File: src/rtl/axi_lite_lfsr_mgr.sv
// axi_lite_lfsr_mgr: AXI4-Lite manager that writes an LFSR word sequence, then reads it back and checks it.
// Optional run-cycle counter on cycles_o is built only when AXI_LITE_LFSR_MGR_PERF_EN is defined.

package axi_lite_lfsr_mgr_pkg;

   typedef struct packed {
      logic [31:0] addr;
      logic [2:0]  prot;
   } aw_chan_t;

   typedef struct packed {
      logic [31:0] data;
      logic [3:0]  strb;
   } w_chan_t;

   typedef struct packed {
      logic [1:0] resp;
   } b_chan_t;

   typedef struct packed {
      logic [31:0] addr;
      logic [2:0]  prot;
   } ar_chan_t;

   typedef struct packed {
      logic [31:0] data;
      logic [1:0]  resp;
   } r_chan_t;

   typedef struct packed {
      aw_chan_t aw;
      logic     aw_valid;
      w_chan_t  w;
      logic     w_valid;
      logic     b_ready;
      ar_chan_t ar;
      logic     ar_valid;
      logic     r_ready;
   } req_t;

   typedef struct packed {
      logic     aw_ready;
      logic     w_ready;
      b_chan_t  b;
      logic     b_valid;
      logic     ar_ready;
      r_chan_t  r;
      logic     r_valid;
   } rsp_t;

endpackage

module axi_lite_lfsr_mgr #(
   parameter int unsigned          DataWidth = 32,
   parameter int unsigned          AddrWidth = 32,
   parameter int unsigned          NumTxns   = 16,
   parameter logic [AddrWidth-1:0] BaseAddr  = '0,
   parameter logic [31:0]          Seed      = 32'h0000_0001,
   parameter type                  axi_lite_req_t = axi_lite_lfsr_mgr_pkg::req_t,
   parameter type                  axi_lite_rsp_t = axi_lite_lfsr_mgr_pkg::rsp_t
) (
   input  logic          clk_i,
   input  logic          rst_ni,
   input  logic          start_i,
   output logic          busy_o,
   output logic          done_o,
   output logic [15:0]   err_cnt_o,
   output logic [31:0]   cycles_o,
   output axi_lite_req_t req_o,
   input  axi_lite_rsp_t rsp_i
);

   localparam int unsigned          IdxW      = (NumTxns > 1) ? $clog2(NumTxns) : 1;
   localparam logic [IdxW-1:0]      LastIdx   = IdxW'(NumTxns - 1);
   localparam logic [AddrWidth-1:0] WordBytes = AddrWidth'(DataWidth / 8);
   localparam logic [31:0]          LfsrMask  = 32'h8020_0003;
   // An all-zero seed would lock the LFSR at zero forever, so it is replaced by 1.
   localparam logic [31:0]          SeedEff   = (Seed == 32'h0) ? 32'h0000_0001 : Seed;
   localparam logic [1:0]           RespOkay  = 2'b00;

   typedef enum logic [2:0] {
      IDLE,
      WR_ADDR,
      WR_RESP,
      RD_ADDR,
      RD_RESP,
      DONE
   } state_e;

   state_e          state_q, state_d;
   axi_lite_req_t   req_q, req_d;
   logic [IdxW-1:0] idx_q, idx_d;
   logic [31:0]     lfsr_q, lfsr_d;
   logic [15:0]     err_q, err_d;
   logic            aw_done_q, aw_done_d;
   logic            w_done_q, w_done_d;
   logic            issue_wr, issue_rd, err_inc, last_word;
   logic            aw_hs, w_hs, b_hs, ar_hs, r_hs;

   function automatic logic [31:0] lfsr_next(input logic [31:0] s);
      return {1'b0, s[31:1]} ^ (s[0] ? LfsrMask : 32'h0);
   endfunction

   function automatic logic [DataWidth-1:0] word_of(input logic [31:0] s);
      return {(DataWidth / 32){s}};
   endfunction

   function automatic logic [AddrWidth-1:0] word_addr(input logic [IdxW-1:0] i);
      return BaseAddr + AddrWidth'(i) * WordBytes;
   endfunction

   assign aw_hs     = req_q.aw_valid & rsp_i.aw_ready;
   assign w_hs      = req_q.w_valid  & rsp_i.w_ready;
   assign b_hs      = req_q.b_ready  & rsp_i.b_valid;
   assign ar_hs     = req_q.ar_valid & rsp_i.ar_ready;
   assign r_hs      = req_q.r_ready  & rsp_i.r_valid;
   assign last_word = (idx_q == LastIdx);

   // Next-state and next-request logic; every request field is computed here and registered below,
   // so a new beat's payload is derived from the already-advanced index and LFSR value.
   always_comb begin
      state_d   = state_q;
      req_d     = req_q;
      idx_d     = idx_q;
      lfsr_d    = lfsr_q;
      err_d     = err_q;
      aw_done_d = aw_done_q;
      w_done_d  = w_done_q;
      issue_wr  = 1'b0;
      issue_rd  = 1'b0;
      err_inc   = 1'b0;

      unique case (state_q)
         IDLE: begin
            if (start_i) begin
               err_d    = '0;
               idx_d    = '0;
               lfsr_d   = SeedEff;
               issue_wr = 1'b1;
               state_d  = WR_ADDR;
            end
         end

         WR_ADDR: begin
            if (aw_hs) begin
               req_d.aw_valid = 1'b0;
               aw_done_d      = 1'b1;
            end
            if (w_hs) begin
               req_d.w_valid = 1'b0;
               w_done_d      = 1'b1;
            end
            if ((aw_done_q | aw_hs) & (w_done_q | w_hs)) begin
               req_d.b_ready = 1'b1;
               state_d       = WR_RESP;
            end
         end

         WR_RESP: begin
            if (b_hs) begin
               req_d.b_ready = 1'b0;
               err_inc       = (rsp_i.b.resp != RespOkay);
               if (last_word) begin
                  idx_d    = '0;
                  lfsr_d   = SeedEff;
                  issue_rd = 1'b1;
                  state_d  = RD_ADDR;
               end else begin
                  idx_d    = idx_q + IdxW'(1);
                  lfsr_d   = lfsr_next(lfsr_q);
                  issue_wr = 1'b1;
                  state_d  = WR_ADDR;
               end
            end
         end

         RD_ADDR: begin
            if (ar_hs) begin
               req_d.ar_valid = 1'b0;
               req_d.r_ready  = 1'b1;
               state_d        = RD_RESP;
            end
         end

         RD_RESP: begin
            if (r_hs) begin
               req_d.r_ready = 1'b0;
               err_inc       = (rsp_i.r.data != word_of(lfsr_q)) || (rsp_i.r.resp != RespOkay);
               lfsr_d        = lfsr_next(lfsr_q);
               if (last_word) begin
                  idx_d   = '0;
                  state_d = DONE;
               end else begin
                  idx_d    = idx_q + IdxW'(1);
                  issue_rd = 1'b1;
                  state_d  = RD_ADDR;
               end
            end
         end

         DONE: begin
            state_d = IDLE;
         end

         default: begin
            state_d = IDLE;
         end
      endcase

      if (issue_wr) begin
         req_d.aw.addr  = word_addr(idx_d);
         req_d.aw.prot  = 3'b000;
         req_d.aw_valid = 1'b1;
         req_d.w.data   = word_of(lfsr_d);
         req_d.w.strb   = '1;
         req_d.w_valid  = 1'b1;
         aw_done_d      = 1'b0;
         w_done_d       = 1'b0;
      end

      if (issue_rd) begin
         req_d.ar.addr  = word_addr(idx_d);
         req_d.ar.prot  = 3'b000;
         req_d.ar_valid = 1'b1;
      end

      // The error counter sticks at its maximum rather than wrapping back to a clean-looking value.
      if (err_inc && (err_q != 16'hFFFF)) begin
         err_d = err_q + 16'd1;
      end
   end

   // FSM state register.
   always_ff @(posedge clk_i or negedge rst_ni) begin
      if (!rst_ni) begin
         state_q <= IDLE;
      end else begin
         state_q <= state_d;
      end
   end

   // Request, index, LFSR and error registers; a reset abandons any bus transaction in flight.
   always_ff @(posedge clk_i or negedge rst_ni) begin
      if (!rst_ni) begin
         req_q     <= '0;
         idx_q     <= '0;
         lfsr_q    <= SeedEff;
         err_q     <= '0;
         aw_done_q <= 1'b0;
         w_done_q  <= 1'b0;
      end else begin
         req_q     <= req_d;
         idx_q     <= idx_d;
         lfsr_q    <= lfsr_d;
         err_q     <= err_d;
         aw_done_q <= aw_done_d;
         w_done_q  <= w_done_d;
      end
   end

   assign req_o     = req_q;
   assign busy_o    = (state_q != IDLE);
   assign done_o    = (state_q == DONE);
   assign err_cnt_o = err_q;

`ifdef AXI_LITE_LFSR_MGR_PERF_EN
   logic [31:0] cycles_q;

   // Counts every busy cycle of the current run, saturating, and holds the total once idle.
   always_ff @(posedge clk_i or negedge rst_ni) begin
      if (!rst_ni) begin
         cycles_q <= '0;
      end else if ((state_q == IDLE) && start_i) begin
         cycles_q <= '0;
      end else if (busy_o && (cycles_q != 32'hFFFF_FFFF)) begin
         cycles_q <= cycles_q + 32'd1;
      end
   end

   assign cycles_o = cycles_q;
`else
   assign cycles_o = '0;
`endif

endmodule

File: config.mk
export PLATFORM = sky130hd
export DESIGN_NAME = axi_lite_lfsr_mgr
export DESIGN_NICKNAME = d
export VERILOG_FILES = /design/src/rtl/axi_lite_lfsr_mgr.sv
export SDC_FILE = /design/constraint.sdc
export NUM_CORES = 1
export LEC_CHECK = 0
export ABC_AREA = 1
export BUFFER_PORTS_ARGS = -buffer_cell sky130_fd_sc_hd__buf_4
export CAP_MARGIN = 20
export CORE_MARGIN = 2
export CORE_UTILIZATION = 45
export DETAILED_ROUTE_END_ITERATION = 8
export GPL_ROUTABILITY_DRIVEN = 0
export HOLD_SLACK_MARGIN = 0.02
export PLACE_DENSITY = 0.81
export SYNTH_ARGS = -nofsm -noshare
export SYNTH_HDL_FRONTEND = slang
export SYNTH_SLANG_ARGS = --single-unit
File: constraint.sdc
create_clock -name clk_i -period 2.2 [get_ports clk_i]
set_clock_uncertainty 0.1 [all_clocks]
set_input_delay 0.44 -clock clk_i [delete_from_list [all_inputs] [get_ports clk_i]]
set_output_delay 0.44 -clock clk_i [all_outputs]
set_load 0.05 [all_outputs]
# Word-level counts from Yosys, hierarchy flattened
# Index checks and enable logic that the tools add are counted.
word_totals:
  out_inout_bits: 161
  inputBits: 44
  ff_bits: 103
  elab_cells: 113
op_classes:
  mux: 52
  n_reduce_logical: 22
  eq_ne: 13
  addsub: 2
  bitwise_logic: 9
op_table:
  columns: ["op", "n"]
  rows:
  - ["2-to-1 mux 32 bit", 5]
  - ["one-hot mux 32 bit (3 select lines)", 1]
  - ["2-to-1 mux 16 bit", 3]
  - ["2-to-1 mux 38 bit", 1]
  - ["inequality test 32 bit", 1]
  - ["bitwise XOR 31 x 32 -> 32 bit", 1]
  - ["2-to-1 mux 1 bit", 23]
  - ["nonzero test 2 bit", 11]
  - ["2-to-1 mux 3 bit", 6]
  - ["adder 16 x 1 -> 16 bit (second input constant)", 1]
  - ["2-to-1 mux 4 bit", 4]
  - ["inequality test 16 bit (second input constant)", 1]
  - ["one-hot mux 3 bit (5 select lines)", 1]
  - ["one-hot mux 4 bit (3 select lines)", 1]
  - ["inequality test 2 bit (second input constant)", 5]
  - ["one-hot mux 1 bit (2 select lines)", 5]
  - ["AND reduction 2 bit", 4]
  - ["bitwise AND 1 bit", 6]
  - ["== test 3 x 2 -> 1 bit (second input constant)", 2]
  - ["== test 3 bit (second input constant)", 2]
  - ["AND reduction 3 bit", 2]
  - ["AND reduction 5 bit", 1]
  - ["adder 4 x 1 -> 4 bit (second input constant)", 1]
  - ["== test 4 bit (second input constant)", 1]
  - ["other kinds (7)", 9]

# Logic depth before layout (Yosys ltp)
logic_depth:
  word_depth: 7
  ltp_mapped: 15
  depth_no_buf: 14

# Worst setup path after synthesis
# No wires, ideal clock.
synth_path:
  path_type: "reg-to-reg"
  start: "register err_q[0] (netlist: err_cnt_o[0])"
  end: "register err_q[12] (netlist: err_cnt_o[12])"
  path_stages_with_launch: 12
  period_less_slack_ns: 2.148
  arrival_ns: 1.927
  slack_ns: 0.052
  path_buffers: 1
  cell_sequence: "dfrtp_1 > ha_1 > nand3_2 > nor2_2 > nand2_2 > nor2_4 > nand4_1 > o21ai_2 > inv_2 > buf_2 > nand3b_1 > nand2_1"
synth_via:
  elab_chain_cells: 4
synth_lines:
  columns: ["item", "line", "text"]
  rows:
  - ["start, declared", "94", "logic [15:0] err_q, err_d;"]
  - ["start signal, assigned", "255", "err_q <= err_d;"]
  - ["branches (longest 4 deep; another with adder 16 x 1 -> 16 bit)", null, null]
# Parallel ways; which one is timed is not known.
# A chain may end at the register's enable or synchronous reset.

# Final worst setup path
layout_path:
  start: "register err_q[0] (netlist: err_cnt_o[0])"
  end: "register err_q[2] (netlist: err_cnt_o[2])"
# The elaborated chain is that of the path after synthesis.

==> flow_metrics.tcl <==
set metrics [dict create \
    status "finished clean" \
    p_leak_nw 3.72 \
    rsz0062_at_grt "false" \
    worstPathMaxFanout 17 \
    yosysWarningCount 0 \
    synth_seq_area_share 0.433 \
    min_period_ns 1.99 \
    dieArea_sq_um 14200 \
    ys_seq_elements 103 \
    finish.utilization 0.530 \
    grt_max_degree 38 \
    drcViolationCount 0 \
    power_density_nw_per_um2 1010 \
    seq_area_sq_um 2580 \
    drv_slew 0 \
    via_per_inst 4.59 \
    finalSetupTns_ns 0 \
    cts_sinks 103 \
    critical-path-max-stage-delay_ns 0.45 \
    reg2reg_to "err_cnt_o[2]" \
    path_class "flop to flop" \
    port-buffer-count 110 \
    ys.flop_type "dfrtp_1" \
    layout-drive-gt1-share 0.254 \
    hold_path_class "input port to flop" \
    min_period_over_period 0.906 \
    area_growth_syn_to_layout_pct 16.2 \
    setup.worst_path.start "err_cnt_o[0]" \
    worst_setup_path_end_kind "flop" \
    worst_ep_arrival_time_ns 2.17 \
    r2r_setup_slack_ns 0.21 \
    synth_edf_count 0 \
    grt_pass1_vias 4315 \
    dr.pass1.iters 4 \
    fp.dieH_microns 119 \
    clock_latency_ns 0.35 \
    pin_count 205 \
    dp.cells 987 \
    ff2ff_path_depth 11 \
    wirelength_microns 13000 \
    fin_nets 869 \
    grt_usage 0.185 \
    cap_violations 0 \
    drtIter0Drc 235 \
    postSynthCellCount 713 \
    peakVddDrop_v 0.000567 \
    clockRootBuffer "clkbuf_16" \
    hpwl_microns 9760 \
    ant_nets 0 \
    cts_buffer_depth 2 \
    die_w_microns 119 \
    antenna_cells 0 \
    path_delay_family "simple AND/OR/NAND/NOR gates" \
    start_util 0.456 \
    yosysUniqueCellTypes 40 \
    clk_pin_slew_ns 0.07 \
    cp.required_ns 2.38 \
    critPathLaunchType "flop" \
    power_mw 6.97 \
    stdcell_count 1004 \
    cp_cell_sequence "ha_1 -> nand3_2 -> nor2_2 -> nand2_2 -> nor2_4 -> nand4_1 -> o21ai_2 -> inv_2 -> nand2_8 -> nand3_1 -> nand2_1" \
    rr_startpoint "err_cnt_o[0]" \
    syn_avg_cell_area_sq_um 8.36 \
    gr-total-overflow 0 \
    fmax_mhz 502 \
    wire_per_inst_microns 13.0 \
    rows 42 \
    async_flop_share 1.00 \
    antenna_found_initial 0 \
    worst-path-stages 11 \
    grt_pass1_wl_microns 20900 \
    multi_input_area_sq_um 2570 \
    core_area_sq_um 13100 \
    cts_tree "done" \
    timing.critical_path.buf_inv 1 \
    crit_end "err_cnt_o[2]" \
    numCtsBuffers 9 \
    dr_total_vias 4605 \
    finalHoldViolations 0 \
    setup_viol 0 \
    nFillCells 1235 \
    syn-cell-area_sq_um 5960 \
    h-tree-depth 3 \
    critPathSlowestCell "dfrtp_1" \
]
-- metrics by stage --
stage / setup slack (ns) / hold WS, ns / instance area, sq um
6_report: 0.207 / 0.254 / 6930
3_5_place_dp: 0.108 / 0.309 / 6620
3_3_place_gp: 0.167 / 0.309 / 6620
5_1_grt: 0.0124 / 0.259 / 6930
2_1_floorplan: 0.0520 / 0.0444 / 6310
4_1_cts: 0.165 / 0.248 / 6920
-- Yosys cell counts (2+ instances only) --
master	count	area, sq um
nand2_2	5	31.3
nor2_2	8	50.1
buf_4	103	773
nand2_1	219	822
nand3b_1	3	22.5
nand3_2	2	20.0
ha_1	2	25.0
dfrtp_1	102	2550
xnor2_1	16	140
a21oi_1	11	55.1
xor2_1	8	70.1
clkbuf_1	3	11.3
or2_1	3	18.8
inv_2	17	63.8
o21ai_2	3	26.3
o21ai_0	8	40.0
nor3_1	2	10.0
buf_2	4	20.0
nand4_1	11	68.8
inv_1	66	248
nand3_1	38	190
nor2_4	3	33.8
o22ai_1	2	12.5
nor2_1	19	71.3
o22ai_2	29	363
buf_6	5	56.3
o21ai_1	8	40.0
-- how the worst min path moves through the flow --
stage,from,to,slack [ns],cells past startpoint
2_1_floorplan,rst_ni,aw_done_q,0.04,0
6_report,rsp_i[35],req_o[1],0.25,4
3_3_place_gp,rst_ni,req_o[1],0.31,1
5_1_grt,rsp_i[35],req_o[1],0.26,4
4_1_cts,rsp_i[35],req_o[1],0.25,4
3_5_place_dp,rst_ni,req_o[75],0.31,1
-- power by group --
part | internal [mW] | switching [mW]
Combinational | 0.826 | 2.23
Clock | 0.820 | 0.738
Sequential | 2.14 | 0.214
Total | 3.79 | 3.18
-- cell type report --
type | instances | share of cell area
sequential | 103 | 0.372
multi-input combinational | 505 | 0.371
timing repair buffer | 121 | 0.139
clock inverter | 6 | 0.00740
inverter | 83 | 0.0450
tap | 176 | 0.0318
clock buffer | 10 | 0.0345
-- cell usage in the layout (no fill, tap or decap), drive strengths merged, types with 2 or more instances in the layout --
master  count
conb       94
dfrtp     102
clkbuf     10
buf       120
xnor2      16
inv        87
a21oi      11
nand3      40
o21ai      19
nand2     225
ha          2
nor3        3
xor2        8
o22ai      31
nand3b      3
or2         4
clkinv      2
nand4      11
nor2       30
-- sequential cells by signal, summed over array words and instances (netlist names) --
signal,cells
req_o,46
w_done_q,1
lfsr_q,32
err_cnt_o,16
state_q,3
aw_done_q,1
idx_q,4
-- cells by family (layout without fill, tap and decap cells) --
family | after synthesis | in the layout | synth area share
adders and majority gates | 2 | 2 | 0.00420
other | 1 | 94 | 0.000629
AOI/OAI and AO/OA | 68 | 68 | 0.0995
xor gates and xnor gates | 24 | 24 | 0.0353
DFF | 103 | 103 | 0.433
muxes | 1 | 1 | 0.00189
and+or+nand+nor | 316 | 316 | 0.229
buffers and inverters | 198 | 220 | 0.197
-- tightest hold or removal path, cell delays in order --
cell and delay, ns:
buf_4 0.08, nand2_1 0.04, nand2_1 0.05, nand2_1 0.04
-- repair_timing --
action	in CTS	in global routing
setup buffers	0	0
resized for setup	0	1
hold buffers	1	0
endpoints found under the hold margin	29	0
setup endpoints to repair	0	7
-- metal layers --
| metal | global-route usage | share of wire | vias to the layer above |
|---|---|---|---|
| li1 | - | - | 2271 |
| met5 | 0 | 0 | - |
| met3 | 0.0546 | 0.075 | 25 |
| met4 | 0.0729 | 0.024 | 0 |
| met1 | 0.237 | 0.43 | 2134 |
| met2 | 0.295 | 0.47 | 175 |
No activity file was read; power rests on OpenSTA's default activity.
